<file path="src/rtl/mul_border_pkg.sv">
// Shared constants and operand helpers for the border multiplier.
// Operands are sign-magnitude: the top bit is the sign, the rest the magnitude.
// The helpers take a wide container plus the real operand width, so that
// modules with different WIDTH parameters can all use them.
package mul_border_pkg;

    localparam int WIDTH_DEF = 16;
    localparam int LANES_DEF = 4;
    localparam int MAX_W     = 64;

    // Magnitude field of a sign-magnitude operand of the given width.
    function automatic logic [MAX_W-1:0] mag_of(input logic [MAX_W-1:0] v, input int width);
        return v & ((MAX_W'(1) << (width - 1)) - MAX_W'(1));
    endfunction

    // Sign bit of a sign-magnitude operand of the given width.
    function automatic logic sign_of(input logic [MAX_W-1:0] v, input int width);
        return v[width-1];
    endfunction

    // Low bit index of a lane inside a packed multi-lane bus.
    function automatic int lane_lo(input int lane, input int width);
        return lane * width;
    endfunction

endpackage

</file>
<file path="src/rtl/mul_border_mc_if.sv">
// Control and data bundle of the border multiplier.
//   init, clr          : operation start / abort strobes
//   i_data_i, i_data_w : packed per-lane sign-magnitude operands
//   o_bit, o_sign      : per-lane product bit stream and product sign
//   o_busy, o_done     : per-lane activity and the shared completion pulse
// master drives the strobes and operands; slave is the multiplier itself.
interface mul_border_mc_if #(
    parameter int WIDTH = 16,
    parameter int LANES = 4
);
    logic                   init;
    logic                   clr;
    logic [LANES*WIDTH-1:0] i_data_i;
    logic [LANES*WIDTH-1:0] i_data_w;
    logic [LANES-1:0]       o_bit;
    logic [LANES-1:0]       o_sign;
    logic [LANES-1:0]       o_busy;
    logic                   o_done;

    modport master (
        output init, clr, i_data_i, i_data_w,
        input  o_bit, o_sign, o_busy, o_done
    );

    modport slave (
        input  init, clr, i_data_i, i_data_w,
        output o_bit, o_sign, o_busy, o_done
    );
endinterface

</file>
<file path="src/rtl/mul_border_mc_vdc_rng.sv">
// Van der Corput (first Sobol dimension) sequence generator.
// An MAG-bit up-counter whose bit-reversed value is the random number.
//   clk, rst : clock, synchronous active-high reset
//   restart  : return the sequence to its first value (0)
//   enable   : advance one step
//   o_rnd    : current sequence value
module vdc_rng #(
    parameter int MAG = 15
) (
    input  logic           clk,
    input  logic           rst,
    input  logic           restart,
    input  logic           enable,
    output logic [MAG-1:0] o_rnd
);
    logic [MAG-1:0] cnt;

    always_ff @(posedge clk) begin
        if (rst)
            cnt <= '0;
        else if (restart)
            cnt <= '0;
        else if (enable)
            cnt <= cnt + MAG'(1);
    end

    always_comb begin
        o_rnd = '0;
        for (int b = 0; b < MAG; b++)
            o_rnd[b] = cnt[MAG-1-b];
    end
endmodule

</file>
<file path="src/rtl/mul_border_mc.sv">
// Multi-lane border processing element of the unary-temporal systolic array.
// Each lane counts its input magnitude down as a temporal pulse train and
// gates every pulse with (latched weight > low-discrepancy sample), so the
// number of ones approximates mag_i*mag_w/2^MAG. The product sign is latched
// at init. A shared arm flag raises o_done for one cycle once every lane of
// an operation has finished.
//   clk, rst : clock, synchronous active-high reset
//   bus      : slave side of mul_border_mc_if (init/clr, operands, results)
module mul_border_mc
    import mul_border_pkg::*;
#(
    parameter int WIDTH = WIDTH_DEF,
    parameter int LANES = LANES_DEF
) (
    input  logic               clk,
    input  logic               rst,
    mul_border_mc_if.slave     bus
);
    localparam int MAG = WIDTH - 1;

    logic [LANES-1:0] busy;
    logic             arm;
    logic             done;

    generate
        for (genvar l = 0; l < LANES; l++) begin : g_lane
            logic [WIDTH-1:0] op_i;
            logic [WIDTH-1:0] op_w;
            logic [MAG-1:0]   mag_i;
            logic [MAG-1:0]   mag_w;
            logic             sgn;
            logic [MAG-1:0]   cnt;
            logic [MAG-1:0]   wreg;
            logic             sreg;
            logic [MAG-1:0]   rnd;

            assign op_i  = bus.i_data_i[lane_lo(l, WIDTH) +: WIDTH];
            assign op_w  = bus.i_data_w[lane_lo(l, WIDTH) +: WIDTH];
            assign mag_i = MAG'(mag_of(MAX_W'(op_i), WIDTH));
            assign mag_w = MAG'(mag_of(MAX_W'(op_w), WIDTH));
            assign sgn   = sign_of(MAX_W'(op_i), WIDTH) ^ sign_of(MAX_W'(op_w), WIDTH);

            // Weight and sign are captured only at init; the ports are
            // ignored for the rest of the operation.
            always_ff @(posedge clk) begin
                if (rst) begin
                    cnt  <= '0;
                    wreg <= '0;
                    sreg <= 1'b0;
                end else if (bus.init) begin
                    cnt  <= mag_i;
                    wreg <= mag_w;
                    sreg <= sgn;
                end else if (bus.clr) begin
                    cnt  <= '0;
                end else if (cnt != '0) begin
                    cnt  <= cnt - MAG'(1);
                end
            end

            // The sequence only moves while this lane emits pulses, so each
            // train sees 0, 2^(MAG-1), 2^(MAG-2), ... from its first cycle.
            vdc_rng #(.MAG(MAG)) u_rng (
                .clk     (clk),
                .rst     (rst),
                .restart (bus.init),
                .enable  (busy[l] & ~bus.clr),
                .o_rnd   (rnd)
            );

            assign busy[l]       = (cnt != '0);
            assign bus.o_bit[l]  = busy[l] & (wreg > rnd);
            assign bus.o_sign[l] = sreg;
        end
    endgenerate

    assign done       = arm & ~(|busy);
    assign bus.o_busy = busy;
    assign bus.o_done = done;

    // arm marks an operation whose completion has not been reported yet;
    // it drops on the edge closing the o_done cycle, giving a 1-cycle pulse.
    always_ff @(posedge clk) begin
        if (rst)
            arm <= 1'b0;
        else if (bus.init)
            arm <= 1'b1;
        else if (bus.clr)
            arm <= 1'b0;
        else if (done)
            arm <= 1'b0;
    end
endmodule

</file>
<file path="src/flat_wrapper.sv">
// flat-port wrapper written by rule: the top's interface ports become plain ports
module mul_border_mc_flat import mul_border_pkg::*;
#(
    parameter int WIDTH = WIDTH_DEF,
    parameter int LANES = LANES_DEF
)
  (clk, rst, bus_init, bus_clr, bus_i_data_i, bus_i_data_w, bus_o_bit, bus_o_sign, bus_o_busy, bus_o_done);
  mul_border_mc_if #(.WIDTH(WIDTH), .LANES(LANES)) bus_i ();
  input  logic clk;
  input  logic rst;
  input wire logic [$bits(bus_i.init)-1:0] bus_init;
  input wire logic [$bits(bus_i.clr)-1:0] bus_clr;
  input wire logic [$bits(bus_i.i_data_i)-1:0] bus_i_data_i;
  input wire logic [$bits(bus_i.i_data_w)-1:0] bus_i_data_w;
  output wire logic [$bits(bus_i.o_bit)-1:0] bus_o_bit;
  output wire logic [$bits(bus_i.o_sign)-1:0] bus_o_sign;
  output wire logic [$bits(bus_i.o_busy)-1:0] bus_o_busy;
  output wire logic [$bits(bus_i.o_done)-1:0] bus_o_done;
  assign bus_i.init = bus_init;
  assign bus_i.clr = bus_clr;
  assign bus_i.i_data_i = bus_i_data_i;
  assign bus_i.i_data_w = bus_i_data_w;
  assign bus_o_bit = bus_i.o_bit;
  assign bus_o_sign = bus_i.o_sign;
  assign bus_o_busy = bus_i.o_busy;
  assign bus_o_done = bus_i.o_done;
  mul_border_mc #(.WIDTH(WIDTH), .LANES(LANES)) u_core (.clk(clk), .rst(rst), .bus(bus_i));
endmodule
</file>
<file path="config.mk">
export PLATFORM = sky130hd
export DESIGN_NAME = mul_border_mc_flat
export DESIGN_NICKNAME = d
export VERILOG_FILES = /design/src/rtl/mul_border_pkg.sv /design/src/rtl/mul_border_mc_if.sv /design/src/rtl/mul_border_mc_vdc_rng.sv /design/src/rtl/mul_border_mc.sv /design/src/flat_wrapper.sv
export SDC_FILE = /design/constraint.sdc
export NUM_CORES = 1
export LEC_CHECK = 0
export ABC_CLOCK_PERIOD_IN_PS = 2800
export BUFFER_PORTS_ARGS = -buffer_cell sky130_fd_sc_hd__buf_2
export CAP_MARGIN = 20
export CORE_ASPECT_RATIO = 0.8
export CORE_MARGIN = 5
export CORE_UTILIZATION = 58
export CTS_CLUSTER_SIZE = 25
export DETAILED_ROUTE_END_ITERATION = 8
export PLACE_DENSITY = 0.85
export SLEW_MARGIN = 20
export SYNTH_ARGS = -nofsm -noshare
export SYNTH_HDL_FRONTEND = slang
export SYNTH_SLANG_ARGS = --single-unit
</file>
<file path="constraint.sdc">
create_clock -name clk -period 2.8 [get_ports clk]
set_input_delay 0.56 -clock clk [delete_from_list [all_inputs] [get_ports clk]]
set_output_delay 0.56 -clock clk [all_outputs]
set_load 0.01 [all_outputs]
</file>
# Yosys cells after proc, flatten, opt, wreduce, memory -nomap -nowiden

Index checks and enable logic that the tools add are counted.

Register bits: 185
Bits of input ports: 132
Output and inout bits: 13
Word-level logic and storage cells: 70

Add/subtract/negate cells: 8
Magnitude comparators: 4
Multiplexer cells: 15
Bitwise gates (word level): 15
Reductions and logical operators: 11

Operators with widths:

| kind                                               | number |
|---|---|
| 2-to-1 mux 15 bit                                  | 12 |
| adder 15 x 1 -> 15 bit, second input constant      | 4 |
| > comparator 15 bit                                | 4 |
| nonzero test 15 bit                                | 4 |
| subtractor 15 x 1 -> 15 bit, second input constant | 4 |
| nonzero test 3 bit                                 | 5 |
| bitwise AND 1 bit                                  | 9 |
| OR reduction 4 bit                                 | 1 |
| bitwise XOR 1 bit                                  | 4 |
| 2-to-1 mux 1 bit                                   | 3 |
| inverter 1 bit                                     | 2 |
| OR reduction 2 bit                                 | 1 |

# Depth between registers and ports, before layout

Gate-level depths: netlist of the first run.

Depth in word-level cells: 7
Depth in mapped cells: 9
Depth with buffers taken out: 7

# By module

Synthesis of the first run repeated with hierarchy kept, for this count alone.

Cell total of the unflattened synthesis: 1179
Area total of the unflattened synthesis: 9958.3 um2

By module, submodules not included:

| module        | instances | cells an instance | area an instance (um2) | seq. area each (um2) |
|---|---|---|---|---|
| mul_border_mc | 1         | 859               | 7120.6                 | 2502.4 |
| vdc_rng       | 4         | 80                | 709.4                  | 300.3 |

# Worst setup path after synthesis of the first run

OpenSTA, ideal clock, no wires.

Path kind: register to output
Start point: reg u_core.g_lane[2].cnt[6]
End point: out bus_o_done
Arrival: 1.840 ns
Required time: 2.240 ns
Setup slack: 0.400 ns
Cell stages (with the launch flop): 6
Buffers on the path: 1
Cells stage by stage: dfxtp_1 -> or4_1 -> buf_2 -> nor3b_1 -> nand4_1 -> nor4_1

Cells in the longest elaborated chain, start to end: 4

Ends and longest elaborated chain:

| what                    | line                | RTL |
|---|---|---|
| from (decl)             | mul_border_mc.sv:32 | `logic [MAG-1:0] cnt;` |
| from (signal assigned)  | mul_border_mc.sv:51 | `cnt <= mag_i;` |
| from (signal assigned)  | mul_border_mc.sv:57 | `cnt <= cnt - MAG'(1);` |
| nonzero test 15 bit     | mul_border_mc.sv:71 | `assign busy[l] = (cnt != '0);` |
| named net bus_o_busy[2] | flat_wrapper.sv:17  | `output wire logic [$bits(bus_i.o_busy)-1:0] bus_o_busy;` |
| OR reduction 4 bit      | mul_border_mc.sv:77 | `assign done = arm & ~(\|busy);` |
| inverter 1 bit          | mul_border_mc.sv:77 |  |
| bitwise AND 1 bit       | mul_border_mc.sv:77 |  |
| to (decl)               | flat_wrapper.sv:18  | `output wire logic [$bits(bus_i.o_done)-1:0] bus_o_done;` |

The timed path passes the listed nets, and every way through them passes these cells.

# Worst setup path in the final report of the first run

Start point: reg u_core.g_lane[1].cnt[3]
End point: out bus_o_done

Cells in the longest elaborated chain, start to end: 4

Ends and longest elaborated chain:

| what                   | line |
|---|---|
| from (decl)            | mul_border_mc.sv:32 |
| from (signal assigned) | mul_border_mc.sv:51 |
| from (signal assigned) | mul_border_mc.sv:57 |
| nonzero test 15 bit    | mul_border_mc.sv:71 |
| OR reduction 4 bit     | mul_border_mc.sv:77 |
| inverter 1 bit         | mul_border_mc.sv:77 |
| bitwise AND 1 bit      | mul_border_mc.sv:77 |

Every way passes these cells.

==> results of run 1 <==
-- flip-flops by register name, summed over array words and instances (netlist names) --
signal,cells
u_core.g_lane.u_rng.cnt,60
u_core.g_lane.wreg,60
u_core.g_lane.sreg,4
u_core.arm,1
u_core.g_lane.cnt,60
-- report_power, final --
group / switching, mW / internal [mW] / leakage, nW
registers: 0.121 / 2.76 / 1.52
logic: 0.725 / 0.547 / 3.02
clock network: 1.09 / 1.53 / 0.306
total: 1.94 / 4.83 / 4.84
-- cell usage after synthesis, types with 14 or more instances --
cell      number  area, um^2
nand3_1       39         195
ha_1          72         901
inv_1         80         300
mux2i_1       80         801
clkbuf_1      54         203
a211oi_1      14         105
a21oi_1       86         430
or4_1         30         225
nand4_1       39         244
nor2_1       101         379
dfxtp_1      185        3700
o21ai_0       58         290
o31ai_1       27         203
or3_1         23         144
nand2_1       90         338
nor3_1        17        85.1
nor4_1        33         206
-- tightest hold or removal path, stage by stage --
cell and delay, ns:
buf_2 0.07, nand2_1 0.04, nand3_1 0.05
-- kinds of logic (layout without fill, tap and decap cells) --
logic type,after synthesis,after routing,synth area share
buffers and inverters,161,301,0.0616
muxes,83,83,0.0792
adders and majority gates,72,72,0.0855
xor gates and xnor gates,11,11,0.00914
and+or+nand+nor,444,444,0.226
DFF,185,185,0.352
AOI/OAI and AO/OA,299,299,0.187
-- worst max path at each step --
stage / endpoint / depth (start not counted) / slack, ns
4_1_cts: bus_o_done / 6 / -0.12
5_1_grt: bus_o_done / 6 / -0.19
2_1_floorplan: bus_o_done / 5 / 0.40
3_3_place_gp: bus_o_done / 6 / 0.02
3_5_place_dp: bus_o_done / 6 / 0.05
6_report: bus_o_done / 6 / -0.13
-- layer usage --
metal	share of wire	GRT usage	wire length [um]
met4	0.020	0.0757	552
met2	0.47	0.442	13200
met5	0.00046	0	13
met1	0.44	0.350	12500
met3	0.069	0.0517	1940
-- layout make-up --
class	count	area, um^2	share of cell area
clock buffer	18	439	0.0359
tap	230	288	0.0235
timing repair buffer	187	1060	0.0866
inverter	82	308	0.0252
clock inverter	14	198	0.0162
multi-input combinational	909	6230	0.509
sequential	185	3720	0.304
-- timing repair --
item | in CTS | in global routing
pin swaps | 9 | 1
endpoints found under the hold margin | 0 | 0
setup endpoints to repair | 3 | 6
resized for setup | 12 | 10
buffers inserted | 4 | 0
-- through the flow --
step | worst slack, ns | TNS, ns
2_1_floorplan | 0.400 | 0
3_3_place_gp | 0.0218 | 0
3_5_place_dp | 0.0487 | 0
4_1_cts | -0.120 | -0.120
5_1_grt | -0.189 | -0.189
6_report | -0.130 | -0.130
==> metrics.csv, run 1 <==
stage,metric,value,unit
outcome,run status,"finished, violations left",
outcome,failing checks,setup timing,
worst_setup_path,CP Capture Type,output port,
cells_and_area,most frequent cells in the layout,"dfxtp_1, buf_2, nor2_1",
flow_run,Max Cap Viol,0,
detailed_routing,# DRC,0,
detailed_routing,DR WL/cell,17.3,um
synthesis,distinct cell type count after synthesis,73,
timing,Setup WS post-layout,-0.130,ns
clock_tree,clk slew on worst S/H paths,0.07,ns
clock_tree,CTS buffer count,17,
worst_setup_path,CP dominant cell by count,nor4_4,
hold_path,hold path depth,3,
timing,Final Hold Fails,0,
timing,Worst slew margin,0.498,
die,die width,161,um
placed_design,Placement Cell Area,11500,um^2
worst_setup_path,cells on worst reg2reg path,8,
hold_path,Hold EP,u_core.g_lane[0].cnt[14],
placed_design,Inst Count DP,1589,
worst_setup_path,critical path data arrival time,2.37,ns
global_routing,antenna violations before repair,1,
synthesis,syn_nets,1459,
clock_tree,worst skew pair latency,0.43,ns
global_routing,Global Route Usage Sum,0.263,
worst_setup_path,worst path buffer plus inverter count,2,
cells_and_area,Util after Layout,0.680,
hold_path,Hold Crit Start,bus_i_data_i[14],
placed_design,IO Port Bufs,144,
detailed_routing,Via Count,10169,
synthesis,Yosys reg bits,185,
global_routing,first-pass GRT wire length,46100,um
cells_and_area,area delta synth->final,16.2,%
worst_setup_path,Setup crit start,u_core.g_lane[1].cnt[3],
power,PwrDens,553,nW/um^2
cells_and_area,fill count,1420,
worst_setup_path,"slowest stage delay, CP",0.54,ns
die,Ports,145,
die,area of the core,18000,um^2
clock_tree,CTS Sinks,185,
synthesis,Mean Syn Cell Area,8.40,um^2
power,Lkg Pwr,4.84,nW
die,Initial Utilization,0.585,
worst_setup_path,crit-path cells,or4_4 > nor4_4 > nand3_2 > nor4_4 > buf_4 > buf_6,
worst_setup_path,FF-to-FF End,u_core.g_lane[3].u_rng.cnt[5],
clock_tree,CTS Buffer Depth,2,
global_routing,largest net degree at the start of global routing,49,
cells_and_area,"commonest non-fill, non-tap cell in the layout",dfxtp_1,
global_routing,vias in the first global route,9563,
detailed_routing,DRT iter0 DRCs,1120,
worst_setup_path,Crit path required time,2.24,ns
timing,period utilisation layout,1.05,
die,die area,21000,um^2
worst_setup_path,CP max FO,6,
power,Tot Pwr,6.77,mW
synthesis,async set or reset register ratio after synthesis,0,
power,Peak supply drop,384,uV
die,Die Span Y,131,um
clock_tree,clock root cell,clkbuf_16,
clock_tree,H-tree levels,4,
worst_setup_path,r2r startpoint,u_core.g_lane[3].cnt[0],
clock_tree,CTS tree,built,
worst_setup_path,startpoint type of the worst setup path,register,
timing,FMAX,341,MHz
synthesis,Cells after Synth,1255,
cells_and_area,Antenna diodes,0,
synthesis,"Cell Area, Synth",10500,um^2
detailed_routing,drt first pass iters,5,
synthesis,"Warnings, synthesis",0,
cells_and_area,nets,1586,
detailed_routing,final WL,28200,um
global_routing,GRT overflow,0,
detailed_routing,Antenna Violating Nets Remaining,0,
timing,RSZ-0062 raised after global routing,yes,
cells_and_area,final instance area,12200,um^2
synthesis,dominant synthesized flop cell,dfxtp_1,
timing,Tightest Pin Transition,0.753,ns
synthesis,"EDFF count, synth",0,
hold_path,worst hold path type,in2reg,
die,num rows,44,
detailed_routing,vias per std cell,6.26,
placed_design,hpwl dp,20400,um
worst_setup_path,WS Path Type,reg2out,
timing,Tmin final,2.93,ns
clock_tree,hold_buf cts,0,
worst_setup_path,Worst path slowest cell,or4_4,
cells_and_area,Non-Filler Instances,1625,
timing,final slew viol count,0,
worst_setup_path,R2R Setup Slk,0.60,ns
cells_and_area,share of cells above drive strength 1,0.189,
timing,Setup Skew,0.00797,ns
synthesis,sequential-to-total area share from yosys stat,0.352,
worst_setup_path,"CP delay by family, top",simple AND/OR/NAND/NOR gates,
timing,final number of setup-violating endpoints,1,
timing,WHS,0.323,ns
placed_design,GP Congestion,0.924,
(Power assumes the default switching activity.)
==> inputs of run 2 (changes only) <==
--- a/config.mk
+++ b/config.mk
@@ -6,14 +6,14 @@
 export NUM_CORES = 1
 export LEC_CHECK = 0
 export ABC_CLOCK_PERIOD_IN_PS = 2800
-export BUFFER_PORTS_ARGS = -buffer_cell sky130_fd_sc_hd__buf_2
 export CAP_MARGIN = 20
 export CORE_ASPECT_RATIO = 0.8
 export CORE_MARGIN = 5
-export CORE_UTILIZATION = 58
+export CORE_UTILIZATION = 60
 export CTS_CLUSTER_SIZE = 25
 export DETAILED_ROUTE_END_ITERATION = 8
-export PLACE_DENSITY = 0.85
+export DONT_BUFFER_PORTS = 1
+export PLACE_DENSITY = 0.81
 export SLEW_MARGIN = 20
 export SYNTH_ARGS = -nofsm -noshare
 export SYNTH_HDL_FRONTEND = slang
==> run 2 against run 1 <==
Compared with the run above:
- sequential share of layout area rose by 2.2 points
- routed wire length fell by 4.8%
- first-iteration DRC count shrank 33%
- count of clock-buffer cells in the layout unchanged
- cell count shrank 9.8%
- global-route usage grew 0.15 points
- clock skew increased by 0.0032 ns
- the flow still finishes with violations (setup timing)
- clock power is essentially flat
- sequential cell count stayed put
- hold slack worse by 0.13 ns
==> metrics.csv, run 2 (synthesized netlist as in run 1, its figures left out) <==
stage,metric,value,unit
timing,Tightest Pin Transition,0.653,ns
global_routing,GRT overflow,0,
timing,RSZ-0062 raised after global routing,yes,
timing,Worst slew margin,0.560,
power,PwrDens,572,nW/um^2
worst_setup_path,CP Capture Type,output port,
cells_and_area,share of cells above drive strength 1,0.0862,
timing,final slew viol count,0,
detailed_routing,DRT iter0 DRCs,748,
clock_tree,CTS Sinks,185,
timing,WHS,0.190,ns
cells_and_area,area of the multi-input gates,6220,um^2
clock_tree,CTS tree,built,
power,Peak supply drop,301,uV
global_routing,Global Route Usage Sum,0.265,
cells_and_area,area delta synth->final,8.28,%
detailed_routing,DR WL/cell,18.3,um
clock_tree,H-tree levels,4,
die,die width,158,um
power,Lkg Pwr,4.21,nW
hold_path,worst hold path type,in2reg,
clock_tree,clock root cell,clkbuf_16,
clock_tree,clk slew on worst S/H paths,0.07,ns
die,area of the core,17300,um^2
cells_and_area,Antenna diodes,0,
detailed_routing,drt first pass iters,5,
timing,period utilisation layout,1.02,
cells_and_area,Top Registers,"u_core.g_lane.cnt: 60 flops, u_core.g_lane.u_rng.cnt: 60 flops, u_core.g_lane.wreg: 60 flops",
cells_and_area,register area,3710,um^2
detailed_routing,# DRC,0,
die,die area,20300,um^2
worst_setup_path,CP max FO,2,
global_routing,first-pass GRT wire length,44200,um
cells_and_area,nets,1432,
die,num rows,43,
cells_and_area,"commonest non-fill, non-tap cell in the layout",dfxtp_1,
worst_setup_path,critical path data arrival time,2.30,ns
timing,setup TNS,-0.0567,ns
cells_and_area,fill count,1428,
timing,Final Hold Fails,0,
flow_run,Max Cap Viol,0,
die,Die Span Y,129,um
placed_design,GP Congestion,0.938,
timing,final number of setup-violating endpoints,1,
detailed_routing,Via Count,9518,
global_routing,largest net degree at the start of global routing,148,
global_routing,antenna violations before repair,1,
detailed_routing,final WL,26800,um
timing,Setup WS post-layout,-0.0567,ns
detailed_routing,Antenna Violating Nets Remaining,0,
worst_setup_path,R2R Setup Slk,0.59,ns
die,Ports,145,
detailed_routing,vias per std cell,6.49,
die,Initial Utilization,0.610,
worst_setup_path,Crit path required time,2.24,ns
outcome,failing checks,setup timing,
placed_design,hpwl dp,19000,um
clock_tree,CTS buffer count,17,
clock_tree,CTS Buffer Depth,2,
global_routing,vias in the first global route,9066,
cells_and_area,most frequent cells in the layout,"dfxtp_1, nor2_1, nand2_1",
outcome,run status,"finished, violations left",
placed_design,IO Port Bufs,0,
placed_design,pre-CTS setup slack,0.311,ns
worst_setup_path,startpoint type of the worst setup path,register,
clock_tree,hold_buf cts,0,
clock_tree,worst skew pair latency,0.44,ns
timing,Setup Skew,0.0112,ns
timing,Tmin final,2.86,ns
timing,FMAX,350,MHz
worst_setup_path,WS Path Type,reg2out,
==> run 2: repair_timing <==
item,4_1_cts,5_1_grt
setup buffers,4,0
pin swaps,7,4
resized for setup,9,7
endpoints found under the setup margin,2,4
==> run 2: worst max-delay path: stages (launching register included) <==
cell     delay (ns)
dfxtp_2        0.33
or4_4          0.56
nor4_4         0.37
nand3_1        0.17
nor4_2         0.27
buf_4          0.16
==> run 2: cell type report <==
class,count,area share
Sequential cell,185,0.326
Multi-Input combinational cell,909,0.545
Tap cell,225,0.0247
Clock inverter,14,0.0173
Clock buffer,18,0.0376
Timing Repair Buffer,33,0.0228
Inverter,82,0.0270
==> run 2: stage by stage <==
| stage | power, mW | util | area [um^2] | std cells |
|---|---|---|---|---|
| finish | 6.53 | 0.661 | 11400 | 1466 |
| global route | 6.80 | 0.661 | 11400 | 1466 |
| CTS | 6.53 | 0.659 | 11400 | 1466 |
| detailed placement | 3.94 | 0.620 | 10700 | 1430 |
| global placement | 3.91 | 0.620 | 10700 | 1430 |
| floorplan | 3.74 | - | 10500 | 1255 |
==> run 2: path summary, 6_finish.rpt <==
| path | start | to | cells after the start |
|---|---|---|---|
| worst max register to register | u_core.g_lane[0].cnt[0] | u_core.g_lane[0].u_rng.cnt[2] | 6 |
| worst min register to register | u_core.g_lane[3].cnt[7] | u_core.g_lane[3].cnt[7] | 2 |
| worst max-delay path | u_core.g_lane[1].cnt[3] | bus_o_done | 5 |
| worst min-delay path | rst | u_core.g_lane[3].wreg[7] | 1 |
==> run 2: report_power, final <==
group          leakage (nW)  internal [mW]  switching (mW)
Combinational          2.39          0.456           0.601
Clock                 0.294           1.50            1.08
Sequential             1.52           2.76           0.123
Total                  4.21           4.72            1.81
==> run 2: routing by layer <==
layer | global-route usage | part of all wire | vias up
met5 | 0 | 0.00048 | -
met3 | 0.0588 | 0.079 | 65
met4 | 0.0983 | 0.028 | 2
li1 | - | - | 4616
met2 | 0.422 | 0.45 | 396
met1 | 0.354 | 0.44 | 4439
==> inputs of run 3 (changes only) <==
--- a/config.mk
+++ b/config.mk
@@ -5,9 +5,7 @@
 export SDC_FILE = /design/constraint.sdc
 export NUM_CORES = 1
 export LEC_CHECK = 0
-export ABC_CLOCK_PERIOD_IN_PS = 2800
 export CAP_MARGIN = 20
-export CORE_ASPECT_RATIO = 0.8
 export CORE_MARGIN = 5
 export CORE_UTILIZATION = 60
 export CTS_CLUSTER_SIZE = 25
==> run 3 against run 2 <==
Compared with the run above:
- the flow now finishes without violations
- clock power fell by 6%
- sequential share of layout area about the same
- cell count up 0.27%
- die area is essentially flat
- cell area down 0.12%
- count of clock-buffer cells in the layout decreased by 1
- critical endpoint unchanged
- largest power group unchanged
==> metrics.csv, run 3 (synthesized netlist as in run 1, its figures left out) <==
stage,metric,value,unit
timing,RSZ-0062 raised after global routing,yes,
placed_design,IO Port Bufs,0,
clock_tree,H-tree levels,4,
hold_path,worst hold path type,in2reg,
worst_setup_path,CP Capture Type,output port,
global_routing,antenna violations before repair,0,
power,PwrDens,559,nW/um^2
worst_setup_path,FF-to-FF End,u_core.g_lane[0].u_rng.cnt[11],
cells_and_area,most frequent cells in the layout,"dfxtp_1, nor2_1, nand2_1",
cells_and_area,Top Registers,"u_core.g_lane.cnt: 60 flops, u_core.g_lane.u_rng.cnt: 60 flops, u_core.g_lane.wreg: 60 flops",
power,Lkg Pwr,4.20,nW
timing,FMAX,358,MHz
detailed_routing,final WL,26700,um
timing,Final Hold Fails,0,
clock_tree,worst skew pair latency,0.43,ns
die,area of the core,17200,um^2
worst_setup_path,R2R Setup Slk,0.50,ns
cells_and_area,Non-Filler Instances,1470,
clock_tree,clk slew on worst S/H paths,0.08,ns
worst_setup_path,"slowest stage delay, CP",0.53,ns
cells_and_area,nets,1434,
timing,Setup Skew,0.0136,ns
timing,final slew viol count,0,
cells_and_area,area delta synth->final,8.15,%
worst_setup_path,CP max FO,6,
detailed_routing,# DRC,0,
timing,final number of setup-violating endpoints,0,
cells_and_area,share of cells above drive strength 1,0.0877,
detailed_routing,Antenna Violating Nets Remaining,0,
outcome,run status,finished clean,
global_routing,vias in the first global route,8923,
die,Ports,145,
placed_design,GP Congestion,0.886,
timing,Tightest Pin Transition,0.710,ns
worst_setup_path,cells on worst reg2reg path,7,
timing,Tmin final,2.80,ns
power,Peak supply drop,445,uV
clock_tree,CTS buffer count,17,
worst_setup_path,crit-path cells,or4_4 > nor3b_2 > nand4_1 > nor4_2 > buf_4 > buf_6,
timing,Worst slew margin,0.522,
worst_setup_path,Crit path required time,2.24,ns
detailed_routing,DR WL/cell,18.1,um
clock_tree,hold_buf cts,0,
hold_path,hold path depth,1,
worst_setup_path,WS Path Type,reg2out,
worst_setup_path,Levels on crit path,6,
placed_design,hpwl dp,18600,um
clock_tree,CTS Buffer Depth,2,
clock_tree,clock root cell,clkbuf_16,
worst_setup_path,"CP delay by family, top",simple AND/OR/NAND/NOR gates,
flow_run,Max Cap Viol,0,
global_routing,Global Route Usage Sum,0.256,
die,num rows,48,
placed_design,Placement Cell Area,10700,um^2
detailed_routing,vias per std cell,6.39,
detailed_routing,DRT iter0 DRCs,823,
clock_tree,CTS Sinks,185,
detailed_routing,drt first pass iters,5,
hold_path,Hold EP,u_core.g_lane[1].wreg[1],
die,die area,20300,um^2
timing,period utilisation layout,0.998,
worst_setup_path,worst path buffer plus inverter count,2,
die,Die Span Y,143,um
placed_design,Inst Count DP,1433,
worst_setup_path,startpoint type of the worst setup path,register,
worst_setup_path,r2r startpoint,u_core.g_lane[0].cnt[0],
timing,setup TNS,0,ns
worst_setup_path,Setup crit start,u_core.g_lane[2].cnt[7],
hold_path,Hold Crit Start,rst,
global_routing,GRT overflow,0,
detailed_routing,Via Count,9398,
cells_and_area,"commonest non-fill, non-tap cell in the layout",dfxtp_1,
die,die width,143,um
worst_setup_path,Worst path slowest cell,or4_4,
cells_and_area,final instance area,11400,um^2
worst_setup_path,critical path data arrival time,2.24,ns
global_routing,first-pass GRT wire length,43000,um
die,Initial Utilization,0.611,
clock_tree,CTS tree,built,
global_routing,largest net degree at the start of global routing,148,
==> run 3: cell count changes in the layout (fill, tap and decap cells not counted), moves of 2 or more <==
cell	change
dfxtp_4	+2
buf_4	+2
diode_2	+2
inv_6	+4
dfxtp_1	+4
bufinv_16	-2
dfxtp_2	-6
==> run 3: repair_timing <==
item / in CTS / in global routing
setup buffers: 0 / 3
pin swaps: 1 / 4
gates resized for setup: 4 / 11
hold endpoints to repair: 0 / 0
endpoints found under the setup margin: 1 / 5
==> run 3: routing by layer <==
metal,share of wire,track usage,up-vias
met5,0,0,-
met1,0.43,0.330,4439
met3,0.067,0.0649,39
met4,0.019,0.0715,0
met2,0.48,0.429,301
li1,-,-,4619
==> run 3: power breakdown <==
| group | internal (mW) | switching, mW |
|---|---|---|
| Clock | 1.33 | 1.11 |
| Combinational | 0.458 | 0.592 |
| Sequential | 2.76 | 0.124 |
| Total | 4.55 | 1.82 |
==> run 3: worst max path at each step <==
stage / to / slack, ns
after global routing: bus_o_done / -0.09
after floorplan: bus_o_done / 0.40
after CTS: bus_o_done / -0.08
final: bus_o_done / 0.005
after global placement: bus_o_done / 0.41
after detailed placement: bus_o_done / 0.36
==> run 3: layout make-up <==
type                       count  area, um^2
multi-input combinational    909        6230
fill                        1418        5840
sequential                   185        3710
clock buffer                  17         425
inverter                      82         308
tap                          225         282
timing repair buffer          35         267
clock inverter                15         164
antenna                        2        5.00
==> run 3: stage by stage <==
step	setup WS [ns]	hold WS [ns]	util	total power, mW
floorplan	0.400	0.442	-	3.74
global placement	0.414	0.453	0.622	3.90
detailed placement	0.358	0.462	0.622	3.94
CTS	-0.0774	0.186	0.657	6.37
global route	-0.0868	0.182	0.661	6.65
finish	0.00455	0.199	0.661	6.37
